**config.mk**
```make
export PLATFORM = sky130hd
export DESIGN_NAME = kernel_nios2_qsys_0_oci_trace_monitor
export DESIGN_NICKNAME = d
export VERILOG_FILES = /design/src/rtl/kernel_nios2_qsys_0_oci_trace_monitor.sv
export SDC_FILE = /design/constraint.sdc
export NUM_CORES = 1
export LEC_CHECK = 0
export CAP_MARGIN = 40
export CORE_MARGIN = 2
export CORE_UTILIZATION = 52
export CTS_CLUSTER_DIAMETER = 200
export DETAILED_ROUTE_END_ITERATION = 10
export PLACE_DENSITY_LB_ADDON = 0.05
export SLEW_MARGIN = 20
export SYNTH_ARGS = -nofsm -noshare
export SYNTH_HDL_FRONTEND = slang
export SYNTH_SLANG_ARGS = --single-unit
```
**constraint.sdc**
```tcl
create_clock -name clk -period 3.8 [get_ports clk]
set_input_delay 1.14 -clock clk [delete_from_list [all_inputs] [get_ports clk]]
set_output_delay 1.14 -clock clk [all_outputs]
set_load 0.02 [all_outputs]
```
**src/rtl/kernel_nios2_qsys_0_oci_trace_monitor.sv**
```systemverilog
// rtl/kernel_nios2_qsys_0_oci_trace_monitor.sv - OCI debug-capture trace monitor with show-ahead FIFO
//
// Purpose:
//   Samples the Nios II OCI debug-capture trace (dct_buffer/dct_count) every
//   clock. Each change of dct_count while capturing pushes a {count, buffer}
//   entry into an internal show-ahead FIFO, which the bench drains through a
//   read port. Captures that arrive while the FIFO is full (and not being
//   read in the same cycle) are dropped and counted. Once the bench signals
//   the end of the test and the FIFO has drained, a sticky done flag is raised.
//
// Optional feature:
//   KERNEL_NIOS2_OCI_TB_SEQ_CHECK_EN - when defined, every capture after the
//   first one since reset must carry prev_count + 1 (mod 2^CNT_W). A
//   violation sets the sticky seq_err flag and prints the expected and actual
//   count. When undefined, seq_err is tied to 0 and no checker is built.
//
// Ports:
//   clk            single clock, rising edge
//   reset          asynchronous, active-high reset
//   dct_buffer     OCI debug-capture data            [DCT_W-1:0]
//   dct_count      OCI debug-capture count           [CNT_W-1:0]
//   test_ending    level, bench is winding down
//   test_has_ended level, bench has finished stimulus
//   rd_en          pop head entry (ignored while empty)
//   rd_data        head entry {count, buffer}, valid while rd_valid
//   rd_valid       FIFO not empty
//   fifo_level     entries held                      [$clog2(DEPTH):0]
//   overflow_cnt   saturating count of dropped captures
//   done           sticky end-of-test flag
//   seq_err        sticky count-sequence error

module kernel_nios2_qsys_0_oci_trace_monitor #(
  parameter int DCT_W = 30,
  parameter int CNT_W = 4,
  parameter int DEPTH = 16,
  parameter int OVF_W = 16
) (
  input  logic                     clk,
  input  logic                     reset,
  input  logic [DCT_W-1:0]         dct_buffer,
  input  logic [CNT_W-1:0]         dct_count,
  input  logic                     test_ending,
  input  logic                     test_has_ended,
  input  logic                     rd_en,
  output logic [CNT_W+DCT_W-1:0]   rd_data,
  output logic                     rd_valid,
  output logic [$clog2(DEPTH):0]   fifo_level,
  output logic [OVF_W-1:0]         overflow_cnt,
  output logic                     done,
  output logic                     seq_err
);

  localparam int AW = $clog2(DEPTH);
  localparam int LW = AW + 1;
  localparam int EW = CNT_W + DCT_W;

  typedef enum logic [1:0] {
    ST_CAPTURE = 2'd0,
    ST_DRAIN   = 2'd1,
    ST_DONE    = 2'd2
  } state_t;

  state_t            state;
  state_t            state_next;

  logic [CNT_W-1:0]  prev_count;

  logic [EW-1:0]     mem [DEPTH];
  logic [AW-1:0]     wr_ptr;
  logic [AW-1:0]     rd_ptr;
  logic [LW-1:0]     level;

  logic              capture;
  logic              empty;
  logic              full;
  logic              pop;
  logic              push;
  logic              drop;

  // ---------------------------------------------------------------------------
  // Capture detection
  // ---------------------------------------------------------------------------
  // prev_count follows dct_count one cycle late, so a change is visible for
  // exactly the cycle in which the new count first appears.
  always_ff @(posedge clk or posedge reset) begin
    if (reset) begin
      prev_count <= '0;
    end else begin
      prev_count <= dct_count;
    end
  end

  // Capture uses the current state, so a change arriving in the same cycle
  // that test_ending first rises is still accepted.
  always_comb begin
    capture = (state == ST_CAPTURE) && (dct_count != prev_count);
  end

  // ---------------------------------------------------------------------------
  // FIFO control
  // ---------------------------------------------------------------------------
  // The level is kept separately from the pointers so that full and empty
  // never alias. When full, a simultaneous pop frees the slot the write uses.
  always_comb begin
    empty = (level == '0);
    full  = (level == LW'(DEPTH));
    pop   = rd_en & ~empty;
    push  = capture & (~full | pop);
    drop  = capture & full & ~pop;
  end

  always_ff @(posedge clk or posedge reset) begin
    if (reset) begin
      wr_ptr <= '0;
      rd_ptr <= '0;
      level  <= '0;
    end else begin
      if (push) begin
        wr_ptr <= wr_ptr + 1'b1;
      end
      if (pop) begin
        rd_ptr <= rd_ptr + 1'b1;
      end
      case ({push, pop})
        2'b10:   level <= level + 1'b1;
        2'b01:   level <= level - 1'b1;
        default: level <= level;
      endcase
    end
  end

  // Storage is intentionally not reset; its contents are don't-care while
  // rd_valid is low.
  always_ff @(posedge clk) begin
    if (push) begin
      mem[wr_ptr] <= {dct_count, dct_buffer};
    end
  end

  // Saturating drop counter.
  always_ff @(posedge clk or posedge reset) begin
    if (reset) begin
      overflow_cnt <= '0;
    end else if (drop && (overflow_cnt != {OVF_W{1'b1}})) begin
      overflow_cnt <= overflow_cnt + 1'b1;
    end
  end

  // Show-ahead read: head entry is presented combinationally.
  always_comb begin
    rd_data    = mem[rd_ptr];
    rd_valid   = ~empty;
    fifo_level = level;
  end

  // ---------------------------------------------------------------------------
  // End-of-test state machine
  // ---------------------------------------------------------------------------
  always_ff @(posedge clk or posedge reset) begin
    if (reset) begin
      state <= ST_CAPTURE;
    end else begin
      state <= state_next;
    end
  end

  always_comb begin
    state_next = state;
    case (state)
      ST_CAPTURE: begin
        if (test_ending || test_has_ended) begin
          state_next = ST_DRAIN;
        end
      end
      ST_DRAIN: begin
        // The final pop must have taken effect before done is declared.
        if (test_has_ended && empty && !pop) begin
          state_next = ST_DONE;
        end
      end
      ST_DONE: begin
        state_next = ST_DONE;
      end
      default: begin
        state_next = ST_CAPTURE;
      end
    endcase
  end

  always_comb begin
    done = (state == ST_DONE);
  end

  // ---------------------------------------------------------------------------
  // Optional count-sequence checker
  // ---------------------------------------------------------------------------
`ifdef KERNEL_NIOS2_OCI_TB_SEQ_CHECK_EN
  logic             seen_capture;
  logic             seq_err_r;
  logic [CNT_W-1:0] expected_count;

  always_comb begin
    expected_count = prev_count + 1'b1;
  end

  // The first capture after reset has no predecessor to compare against.
  always_ff @(posedge clk or posedge reset) begin
    if (reset) begin
      seen_capture <= 1'b0;
      seq_err_r    <= 1'b0;
    end else if (capture) begin
      seen_capture <= 1'b1;
      if (seen_capture && (dct_count != expected_count)) begin
        seq_err_r <= 1'b1;
        $display("oci_trace_monitor: count sequence error, expected %0d got %0d",
                 expected_count, dct_count);
      end
    end
  end

  always_comb begin
    seq_err = seq_err_r;
  end
`else
  always_comb begin
    seq_err = 1'b0;
  end
`endif

endmodule

```
==> out/qor.yml <==
timing:
  finalSetupTns_ns: -0.644
  layout_setup_ws_ns: -0.0805
  rsz0062_at_grt: "yes"
  fin_crit_sh: 1.02
  fin_crit_ns: 3.88
  slew_headroom: 0.593
  fmaxAchievable_ghz: 0.258
  finalSetupViolCount: 18
  tightest_slew_ns: 0.609
  hold_violations: 0
  drv_slew: 0
  clock_skew_ns: 0.0108
critical_path:
  crit_required_ns: 2.66
  crit_family: "multiplexers"
  crit_slowest_cell: "mux4_2"
  cp-start-kind: "flop"
  timing.rr.start: "fifo_level[0]"
  setup.worst_path.end_class: "output port"
  cp_common_cell: "buf_6"
  cpPeakStageDelay_ns: 0.53
  reg2reg_to: "fifo_level[4]"
  critPathMaxFanout: 6
  critPathKind: "reg -> out"
  path_cells: "buf_6 -> buf_12 -> buf_12 -> buf_6 -> mux4_2 -> mux4_2 -> buf_6"
  r2r_cells: 10
  ff2ff_setup_slack_ns: 1.04
  cp_num_buf_inv: 5
  arrival_ns: 2.74
run:
  drv_cap: 0
clock_network:
  cts.path.max_buffers: 3
  cts_root_buf: "clkbuf_16"
  cts_tree: "built"
  hold_buffers: 0
  cts.sinks: 579
  cts_made_buffers: 58
  htreeDepth: 2
  clk_latency_ns: 0.59
  cts.clk_slew.worst_paths_ns: 0.06
floorplanning:
  start_util: 0.528
  fp.coreArea_sq_mm: 0.0420
  std_cell_rows: 75
  die_y_um: 211
  die_area_sq_mm: 0.0444
  fp.dieW_um: 211
  io-pin-count: 97
synthesis:
  avgSynthCellArea_sq_um: 23.8
  yosys_warnings: 0
  synth_commonest_cells: "544 x edfxtp_1, 170 x mux4_2, 35 x dfrtp_1, 21 x clkbuf_1, 21 x nand2_1"
  synth_ff_type: "edfxtp_1"
  yosysMostFrequentCell: "edfxtp_1"
  synth_enable_flop_cells: 544
  synthArstFlopShare: 0.0604
  synth.distinct_cells: 37
  syn_area_sq_mm: 0.0222
  syn_inst: 935
  synthTopCellsByArea: "edfxtp_1 74%, mux4_2 17%, dfrtp_1 3.9%"
  syn_nets: 987
  ys_ff_latch: 579
  yosysTopAreaCellShare: 0.736
  yosysTopAreaCell: "edfxtp_1"
  ys_seq_area_frac: 0.775
run_status:
  run_status: "finished with violations"
  violations: "negative setup slack"
finish:
  syn2layout_area_growth_pct: 21.8
  fin_nets: 1195
  antenna_cells: 0
  finalInstanceArea_sq_mm: 0.0270
  drive_gt1_frac: 0.347
route:
  antenna_left: 0
  firstDrtPassIters: 6
  drt-vias-per-instance: 5.91
  drt-total-wl_um: 47000
  drtIter0Drc: 862
  wire_per_inst_um: 27.1
  num_vias: 10243
  drc_errors: 0
placed_design:
  dpl_cell_area_sq_mm: 0.0247
  gp_congestion: 0.732
  dp_hpwl_um: 25400
  port_buffers: 95
worst_hold_path:
  hold_start: "overflow_cnt[15]"
  holdCritPathClass: "reg -> reg"
  min_to: "overflow_cnt[15]"
  hold_depth: 1
global_routing:
  grt_first_pass_wirelength_um: 70000
  grt_pass1_vias: 10851
  grt_usage: 0.220
  grt_antenna_before_repair: 0
  grt_start_max_net_pins: 48
  globalRoute.totalOverflow: 0
power_and_ir_drop:
  power_density_mw_per_mm2: 757
  p_leak_nw: 8.89
  peakVddDrop_v: 0.000485
==> kinds of logic after synthesis <==
| logic type | Yosys count | share of synthesized area |
|---|---|---|
| adder cells (fa/ha/maj) | 13 | 0.00766 |
| multiplexers | 177 | 0.176 |
| flip-flops | 579 | 0.775 |
| other | 1 | 0.000169 |
| buffers and inverters | 50 | 0.00947 |
| AND/OR/NAND/NOR | 75 | 0.0172 |
| AO/OA/AOI/OAI | 14 | 0.00428 |
| XOR/XNOR | 26 | 0.0103 |
==> state kept, by name, summed over array words and instances, names as in the netlist <==
signal / cells
mem: 544
overflow_cnt: 16
fifo_level: 5
prev_count: 4
rd_ptr: 4
wr_ptr: 4
state: 2
==> placed cells by master (no fill, tap or decap), types with 9 or more instances in the layout <==
cell	netlist	final
dfrtp_1	35	31
buf_16	0	9
clkinv_1	0	14
buf_6	0	20
buf_2	15	18
clkbuf_16	0	66
nand2_1	21	21
edfxtp_1	544	544
clkbuf_1	21	15
clkinv_2	0	9
xor2_1	13	13
buf_12	0	30
nor2_4	0	12
ha_1	12	12
mux4_2	170	170
xnor2_1	13	13
buf_4	1	43
clkdlybuf4s50_1	0	61
==> power by group <==
part | total [mW] | switching (mW) | internal [mW]
Sequential | 7.87 | 0.270 | 7.60
Clock | 5.63 | 2.29 | 3.34
Combinational | 6.98 | 3.31 | 3.67
==> area by class of cell <==
class	count	area [sq um]
Clock buffer	80	1640
Clock inverter	30	264
Fill cell	2813	15000
Inverter	7	26.3
Multi-Input combinational cell	306	4920
Sequential cell	579	17200
Tap cell	539	674
Timing Repair Buffer	191	2300
==> how the worst max path moves through the flow <==
| stage | from | endpoint | slack (ns) | cells past startpoint |
|---|---|---|---|---|
| final | rd_ptr[0] | rd_data[26] | -0.08 | 7 |
| after global routing | rd_ptr[0] | rd_data[26] | -0.14 | 7 |
| after CTS | rd_ptr[0] | rd_data[16] | -0.11 | 6 |
| after detailed placement | dct_count[3] | mem[1][8] | 0.08 | 7 |
| after global placement | dct_count[3] | mem[1][8] | 0.07 | 7 |
| after floorplan | dct_count[1] | mem[15][0] | -0.17 | 5 |
==> timing repair <==
| item | in CTS | in global routing |
|---|---|---|
| setup buffers | 13 | 4 |
| endpoints found under the setup margin | 34 | 25 |
| cloned | 5 | 5 |
| gates resized for setup | 185 | 8 |
| pin swaps | 0 | 0 |
==> stage by stage <==
| step | hold slack (ns) | util | setup slack (ns) | power [mW] | cells |
|---|---|---|---|---|---|
| 2_1_floorplan | 0.506 | - | -0.167 | 11.9 | 935 |
| 3_3_place_gp | 0.479 | 0.588 | 0.0679 | 14.5 | 1595 |
| 3_5_place_dp | 0.510 | 0.588 | 0.0758 | 14.5 | 1595 |
| 4_1_cts | 0.525 | 0.639 | -0.112 | 20.5 | 1723 |
| 5_1_grt | 0.534 | 0.643 | -0.140 | 21.3 | 1732 |
| 6_report | 0.518 | 0.643 | -0.0805 | 20.5 | 1732 |
==> layer usage <==
| metal | part of all wire | global-route usage | vias up |
|---|---|---|---|
| met4 | 0.017 | 0.0571 | 0 |
| met5 | 0 | 0 | - |
| met1 | 0.42 | 0.308 | 5498 |
| li1 | - | - | 4404 |
| met3 | 0.050 | 0.0332 | 60 |
| met2 | 0.51 | 0.368 | 281 |
Power figures use the tool's default switching activity.
